--- src/rtl/mips_top.sv ---
// mips_top: multicycle 32-bit MIPS subset CPU (add/sub/and/or/slt/lw/sw/beq/addi/j) with a unified RAM.
// Define MIPS_EXTOPS_EN to add bne, andi and ori.
module mips_top #(
    parameter int MEM_WORDS = 64
) (
    input  logic        clk,
    input  logic        reset,
    output logic [31:0] writedata,
    output logic [31:0] dataadr,
    output logic        memwrite,
    output logic [31:0] datapc,
    output logic [5:0]  pclow
);
    localparam int AW = $clog2(MEM_WORDS);
    localparam logic [3:0] S_FETCH = 4'd0, S_DECODE = 4'd1, S_MEMADR = 4'd2, S_MEMRD = 4'd3,
                           S_MEMWB = 4'd4, S_MEMWR = 4'd5, S_RTYPEEX = 4'd6, S_RTYPEWB = 4'd7,
                           S_BEQEX = 4'd8, S_ADDIEX = 4'd9, S_ADDIWB = 4'd10, S_JEX = 4'd11;
    localparam logic [5:0] OP_R = 6'h00, OP_J = 6'h02, OP_BEQ = 6'h04, OP_ADDI = 6'h08,
                           OP_LW = 6'h23, OP_SW = 6'h2b;
    localparam logic [2:0] A_AND = 3'd0, A_OR = 3'd1, A_ADD = 3'd2, A_SUB = 3'd6, A_SLT = 3'd7;

    logic [3:0]  state_q, state_d, dec_d;
    logic [31:0] pc_q, ir_q, a_q, b_q, aluout_q, mdr_q;
    logic [31:0] rf_q [32];
    logic [31:0] mem_q [MEM_WORDS];
    logic [5:0]  op, funct;
    logic [31:0] imm, alu_x, alu_y, alu_r, rs_v, rt_v;
    logic [2:0]  alu_op, f_op, i_op;
    logic [4:0]  rf_wa;
    logic        ext_op, is_bne, zero, rf_we;

    assign op    = ir_q[31:26];
    assign funct = ir_q[5:0];

`ifdef MIPS_EXTOPS_EN
    localparam logic [5:0] OP_BNE = 6'h05, OP_ANDI = 6'h0c, OP_ORI = 6'h0d;
    assign ext_op = op == OP_ANDI || op == OP_ORI;
    assign is_bne = op == OP_BNE;
    assign i_op   = op == OP_ANDI ? A_AND : op == OP_ORI ? A_OR : A_ADD;
    assign dec_d  = is_bne ? S_BEQEX : ext_op ? S_ADDIEX : S_FETCH;
`else
    assign ext_op = 1'b0;
    assign is_bne = 1'b0;
    assign i_op   = A_ADD;
    assign dec_d  = S_FETCH;
`endif

    always_comb begin
        imm     = ext_op ? {16'h0, ir_q[15:0]} : {{16{ir_q[15]}}, ir_q[15:0]};
        rs_v    = ir_q[25:21] == 5'd0 ? 32'd0 : rf_q[ir_q[25:21]];
        rt_v    = ir_q[20:16] == 5'd0 ? 32'd0 : rf_q[ir_q[20:16]];
        alu_x   = state_q == S_FETCH || state_q == S_DECODE ? pc_q : a_q;
        alu_y   = state_q == S_FETCH ? 32'd4 :
                  state_q == S_DECODE ? {imm[29:0], 2'b00} :
                  state_q == S_MEMADR || state_q == S_ADDIEX ? imm : b_q;
        f_op    = funct == 6'h22 ? A_SUB : funct == 6'h24 ? A_AND :
                  funct == 6'h25 ? A_OR : funct == 6'h2a ? A_SLT : A_ADD;
        alu_op  = state_q == S_RTYPEEX ? f_op : state_q == S_ADDIEX ? i_op :
                  state_q == S_BEQEX ? A_SUB : A_ADD;
        alu_r   = alu_op == A_AND ? alu_x & alu_y :
                  alu_op == A_OR  ? alu_x | alu_y :
                  alu_op == A_SUB ? alu_x - alu_y :
                  alu_op == A_SLT ? {31'd0, $signed(alu_x) < $signed(alu_y)} : alu_x + alu_y;
        zero    = alu_r == 32'd0;
        state_d = state_q == S_FETCH ? S_DECODE :
                  state_q == S_DECODE ? (op == OP_R ? S_RTYPEEX :
                                         op == OP_LW || op == OP_SW ? S_MEMADR :
                                         op == OP_BEQ ? S_BEQEX :
                                         op == OP_ADDI ? S_ADDIEX :
                                         op == OP_J ? S_JEX : dec_d) :
                  state_q == S_MEMADR ? (op == OP_LW ? S_MEMRD : S_MEMWR) :
                  state_q == S_MEMRD ? S_MEMWB :
                  state_q == S_RTYPEEX ? S_RTYPEWB :
                  state_q == S_ADDIEX ? S_ADDIWB : S_FETCH;
        rf_we   = state_q == S_MEMWB || state_q == S_RTYPEWB || state_q == S_ADDIWB;
        rf_wa   = state_q == S_RTYPEWB ? ir_q[15:11] : ir_q[20:16];
    end

    assign memwrite  = state_q == S_MEMWR;
    assign dataadr   = state_q == S_MEMRD || state_q == S_MEMWR ? aluout_q : pc_q;
    assign writedata = b_q;
    assign datapc    = ir_q;
    assign pclow     = pc_q[7:2];

    always_ff @(posedge clk) begin
        if (reset) begin
            state_q  <= S_FETCH;
            pc_q     <= '0;
            ir_q     <= '0;
            a_q      <= '0;
            b_q      <= '0;
            aluout_q <= '0;
            mdr_q    <= '0;
        end else begin
            state_q <= state_d;
            if (state_q == S_FETCH) begin
                ir_q <= mem_q[pc_q[AW+1:2]];
                pc_q <= alu_r;
            end
            if (state_q == S_DECODE) begin
                a_q <= rs_v;
                b_q <= rt_v;
            end
            if (state_q == S_DECODE || state_q == S_MEMADR || state_q == S_RTYPEEX || state_q == S_ADDIEX)
                aluout_q <= alu_r;
            if (state_q == S_MEMRD)
                mdr_q <= mem_q[aluout_q[AW+1:2]];
            // bne shares BEQEX; only the sense of the zero flag differs
            if (state_q == S_BEQEX && (zero ^ is_bne))
                pc_q <= aluout_q;
            if (state_q == S_JEX)
                pc_q <= {pc_q[31:28], ir_q[25:0], 2'b00};
        end
    end

    // Writes are suppressed while reset is high so an aborted instruction leaves no trace
    always_ff @(posedge clk) begin
        if (!reset && rf_we && rf_wa != 5'd0)
            rf_q[rf_wa] <= state_q == S_MEMWB ? mdr_q : aluout_q;
        if (!reset && memwrite)
            mem_q[aluout_q[AW+1:2]] <= b_q;
    end
endmodule

--- config.mk ---
export PLATFORM = sky130hd
export DESIGN_NAME = mips_top
export DESIGN_NICKNAME = d
export VERILOG_FILES = /design/src/rtl/mips_top.sv
export SDC_FILE = /design/constraint.sdc
export NUM_CORES = 2
export LEC_CHECK = 0
export BUFFER_PORTS_ARGS = -buffer_cell sky130_fd_sc_hd__buf_2
export CORE_MARGIN = 3
export CORE_UTILIZATION = 35
export CTS_CLUSTER_DIAMETER = 50
export DETAILED_ROUTE_END_ITERATION = 12
export MAX_ROUTING_LAYER = met4
export PLACE_DENSITY = 0.48
export REMOVE_ABC_BUFFERS = 1
export SYNTH_ARGS = -nofsm -noshare
export SYNTH_HDL_FRONTEND = slang
export SYNTH_SLANG_ARGS = --single-unit
export TNS_END_PERCENT = 10
--- constraint.sdc ---
create_clock -name clk -period 6.74 [get_ports clk]
set_input_delay 0.674 -clock clk [delete_from_list [all_inputs] [get_ports clk]]
set_output_delay 0.674 -clock clk [all_outputs]
set_load 0.03 [all_outputs]
==> metrics.md <==
| Metric | Value |
|---|---|
| Setup Skew | `0.0973 ns` |
| CP startpoint kind | `flop` |
| Router iterations before antenna repair | `6` |
| Routed len/inst | `41.3 µm` |
| Gr ovfl total | `0` |
| Die Height | `663 µm` |
| Sw Ratio | `0.377` |
| Bufs on Longest Clock Path | `4` |
| Worst-Skew Late Latency | `1.02 ns` |
| Largest net degree at the start of global routing | `118` |
| Clk root buf | `clkbuf_16` |
| Post-synth top area cell | `edfxtp_1` |
| Top-Level Pins | `105` |
| Share of cells above drive strength 1 | `0.282` |
| Cell Pwr Density | `444 nW/µm²` |
| Placed insts | `14,500` |
| CTS tree | `yes` |
| Worst Path Buf+Inv | `2` |
| HP Class | `primary input to flop` |
| Synth Warn # | `0` |
| Total global-route track usage | `0.288` |
| Initial Utilization | `0.353` |
| Distinct cells, synth | `93` |
| Die width | `663 µm` |
| Post-synth top cells | `edfxtp_1, mux4_2, a22oi_1` |
| Cells after synthesis | `9,023` |
| Post-CTS Hold Buffers | `0` |
| Final hold violations | `0` |
| Overall power | `78,100 µW` |
| Ys flop type | `edfxtp_1` |
| Async S/R FF share, synth | `0` |
| Worst-margin pin slew | `1.47 ns` |
| # Max-Cap Violations | `0` |
| Initial drt markers | `14,400` |
| Fin crit share | `0.955` |
| DPL Wire Length | `379 mm` |
| FF-to-FF setup slack | `0.30 ns` |
| DRT antenna net count | `0` |
| Switching Power | `29,500 µW` |
| Setup Crit Path Kind | `flop to flop` |
| Crit end category | `flop` |
| Core area | `429,000 µm²` |
| Outcome | `finished clean` |
| Initial antenna violation count | `41` |
| Syn-to-layout area delta | `16.1%` |
| H-tree Lvls | `5` |
| # setup viols final | `0` |
| Vias per cell | `6.60` |
| Post-synth EDFFs | `3,072` |
| WL final | `632 mm` |
| Required time worst endpoint | `7.57 ns` |
| Worst slew margin | `0.0205` |
| CP top delay family | `compound AO/OA/AOI/OAI gates` |
| Reg2reg start | `state_q[0]` |
| Seq cells post-synth | `3,268` |
| Max-slew violations | `0` |
| Max IR drop VDD | `290 µV` |
| Die area | `440,000 µm²` |
| Final net count | `9,331` |
| Clock transition at the registers of the reported paths | `0.05 ns` |
| Sequential group share of total power | `0.337` |
| Final instance area | `176,000 µm²` |
| Synth top area share | `0.610` |
| Most common cell on crit path | `a211oi_1` |
| Internal power | `48,600 µW` |
| Final Critical Period | `6.44 ns` |
| Top post-synthesis cells by area | `edfxtp_1, mux4_2, a22oi_1, dfxtp_1, clkbuf_1` |
| Worst hold path startpoint | `reset` |
| CP Max Fanout | `28` |
| Cell chain of the critical path | `nor2b_1 > nand2_1 > a21oi_2 > buf_4 > mux2i_1 > o21ai_1 > ha_1 > a211oi_1 > o41a_1 > o31a_1 > o41ai_2 > a221oi_2 > or2_2 > a41oi_2 > or4b_1 > nor4_4 > buf_6 > a211oi_1 > a311oi_1` |
| CP peak stage delay | `0.54 ns` |
| Finished Layout Cells | `15,300` |
| GPL Wtd Cong | `0.906` |
| Vias | `101,000` |
| Crit. Startpoint | `state_q[0]` |
| Placed inst area | `161,000 µm²` |
| Post-route setup TNS | `0 ns` |
| Worst path arrival time | `7.27 ns` |
| Logic pwr share | `0.370` |
| Global-route wire length before repair | `860 mm` |
| Clock buffer count from CTS | `418` |
| CP max stage cell | `o41ai_2` |
| Mapped cell area | `151,000 µm²` |
| CTS Sinks | `3,268` |
| Std cell rows | `240` |
| RSZ-0062 raised after global routing | `false` |
| Fmax | `0.155 GHz` |
| # DRC | `0` |
| Vias in the first global route | `99,500` |
| Post-Route Utilization | `0.410` |
| Buffer count from post-CTS setup fixing | `0` |
| Most frequent cell after synthesis | `edfxtp_1` |
| Pleak | `0.0544 µW` |
| Sequential share of the synthesized area | `0.636` |
| Clock share of power | `0.293` |
| Syn_area_per_cell | `16.8 µm²` |
| Port Buf Inserts | `104` |
path summary, 6_finish.rpt:
check | cells after the start | to
max | 19 | pc_q[28]
min | 2 | aluout_q[19]
max reg2reg | 19 | pc_q[28]
min reg2reg | 2 | mdr_q[1]
power groups by stage:
stage                     Clock [µW]  Sequential, µW  Combinational, µW
after floorplan                    0           27500              16400
after global placement             0           26700              28400
after detailed placement           0           26700              28500
after CTS                      23100           26300              28600
after global routing           24000           26300              30200
final                          22900           26300              28900
sequential cells by signal, summed over array words and instances (netlist names):
register / flops
a_q: 32
aluout_q: 32
datapc: 32
mdr_q: 32
mem_q: 2048
pc_q: 32
rf_q: 1024
state_q: 4
writedata: 32
logic make-up (layout without fill, tap and decap cells):
group | count (synthesis) | in the layout | share of synthesized area
AOI/OAI and AO/OA | 2049 | 2049 | 0.0987
xor gates and xnor gates | 16 | 16 | 0.000926
adders and majority gates | 98 | 98 | 0.00820
buffers and inverters | 922 | 1456 | 0.0233
DFF | 3268 | 3268 | 0.636
muxes | 1480 | 1480 | 0.196
other | 1 | 54 | 0.0000248
and+or+nand+nor | 1189 | 1189 | 0.0375
what timing repair did:
action / in CTS / in global routing
gates resized for setup: 1 / 9
pin swaps: 0 / 1
endpoints found under the setup margin: 3 / 30
through the flow:
| step | setup slack, ns | hold WS, ns |
|---|---|---|
| 5_1_grt | 0.00281 | 0.215 |
| 2_1_floorplan | -19.04 | 0.422 |
| 4_1_cts | 0.168 | 0.158 |
| 6_report | 0.305 | 0.227 |
| 3_3_place_gp | 0.0790 | 0.461 |
| 3_5_place_dp | 0.00360 | 0.453 |
layout by cell type (no fill, tap or decap), types with 34 or more instances in the layout:
cell type,synthesis,routed
a211oi_1,111,110
a21oi_1,240,239
a221oi_1,217,210
a22o_1,149,149
a22oi_1,751,750
a31oi_1,89,88
buf_12,0,79
buf_2,5,103
buf_4,8,354
bufinv_16,0,53
clkbuf_1,583,70
clkbuf_16,0,426
clkinv_1,1,58
clkinv_2,0,52
clkinvlp_4,0,44
dfxtp_1,196,144
edfxtp_1,3072,3072
ha_1,96,94
inv_1,138,138
mux2_2,106,106
mux2i_1,202,202
mux4_2,1172,1172
nand2_1,325,324
nand2b_1,35,34
nand3_1,77,77
nand4_1,209,209
nor2_1,351,252
nor2_4,0,97
nor3_1,62,58
o211ai_1,96,96
o21ai_0,144,135
o22ai_1,54,54
final cells by class:
class / instances / area, µm²
clock inverter: 274 / 3130
multi-input combinational: 4864 / 52800
tap: 5687 / 7120
fill: 38400 / 253000
sequential: 3268 / 96300
inverter: 140 / 526
antenna: 22 / 55.1
clock buffer: 503 / 11000
timing repair buffer: 539 / 4810
metal layers:
metal	vias to the layer above	GRT usage	share of wire
li1	38800	-	-
met1	54400	0.389	0.40
met2	6615	0.424	0.45
met3	1190	0.0607	0.10
met4	0	0.120	0.049
met5	-	-	0
(Power assumes the default switching activity.)
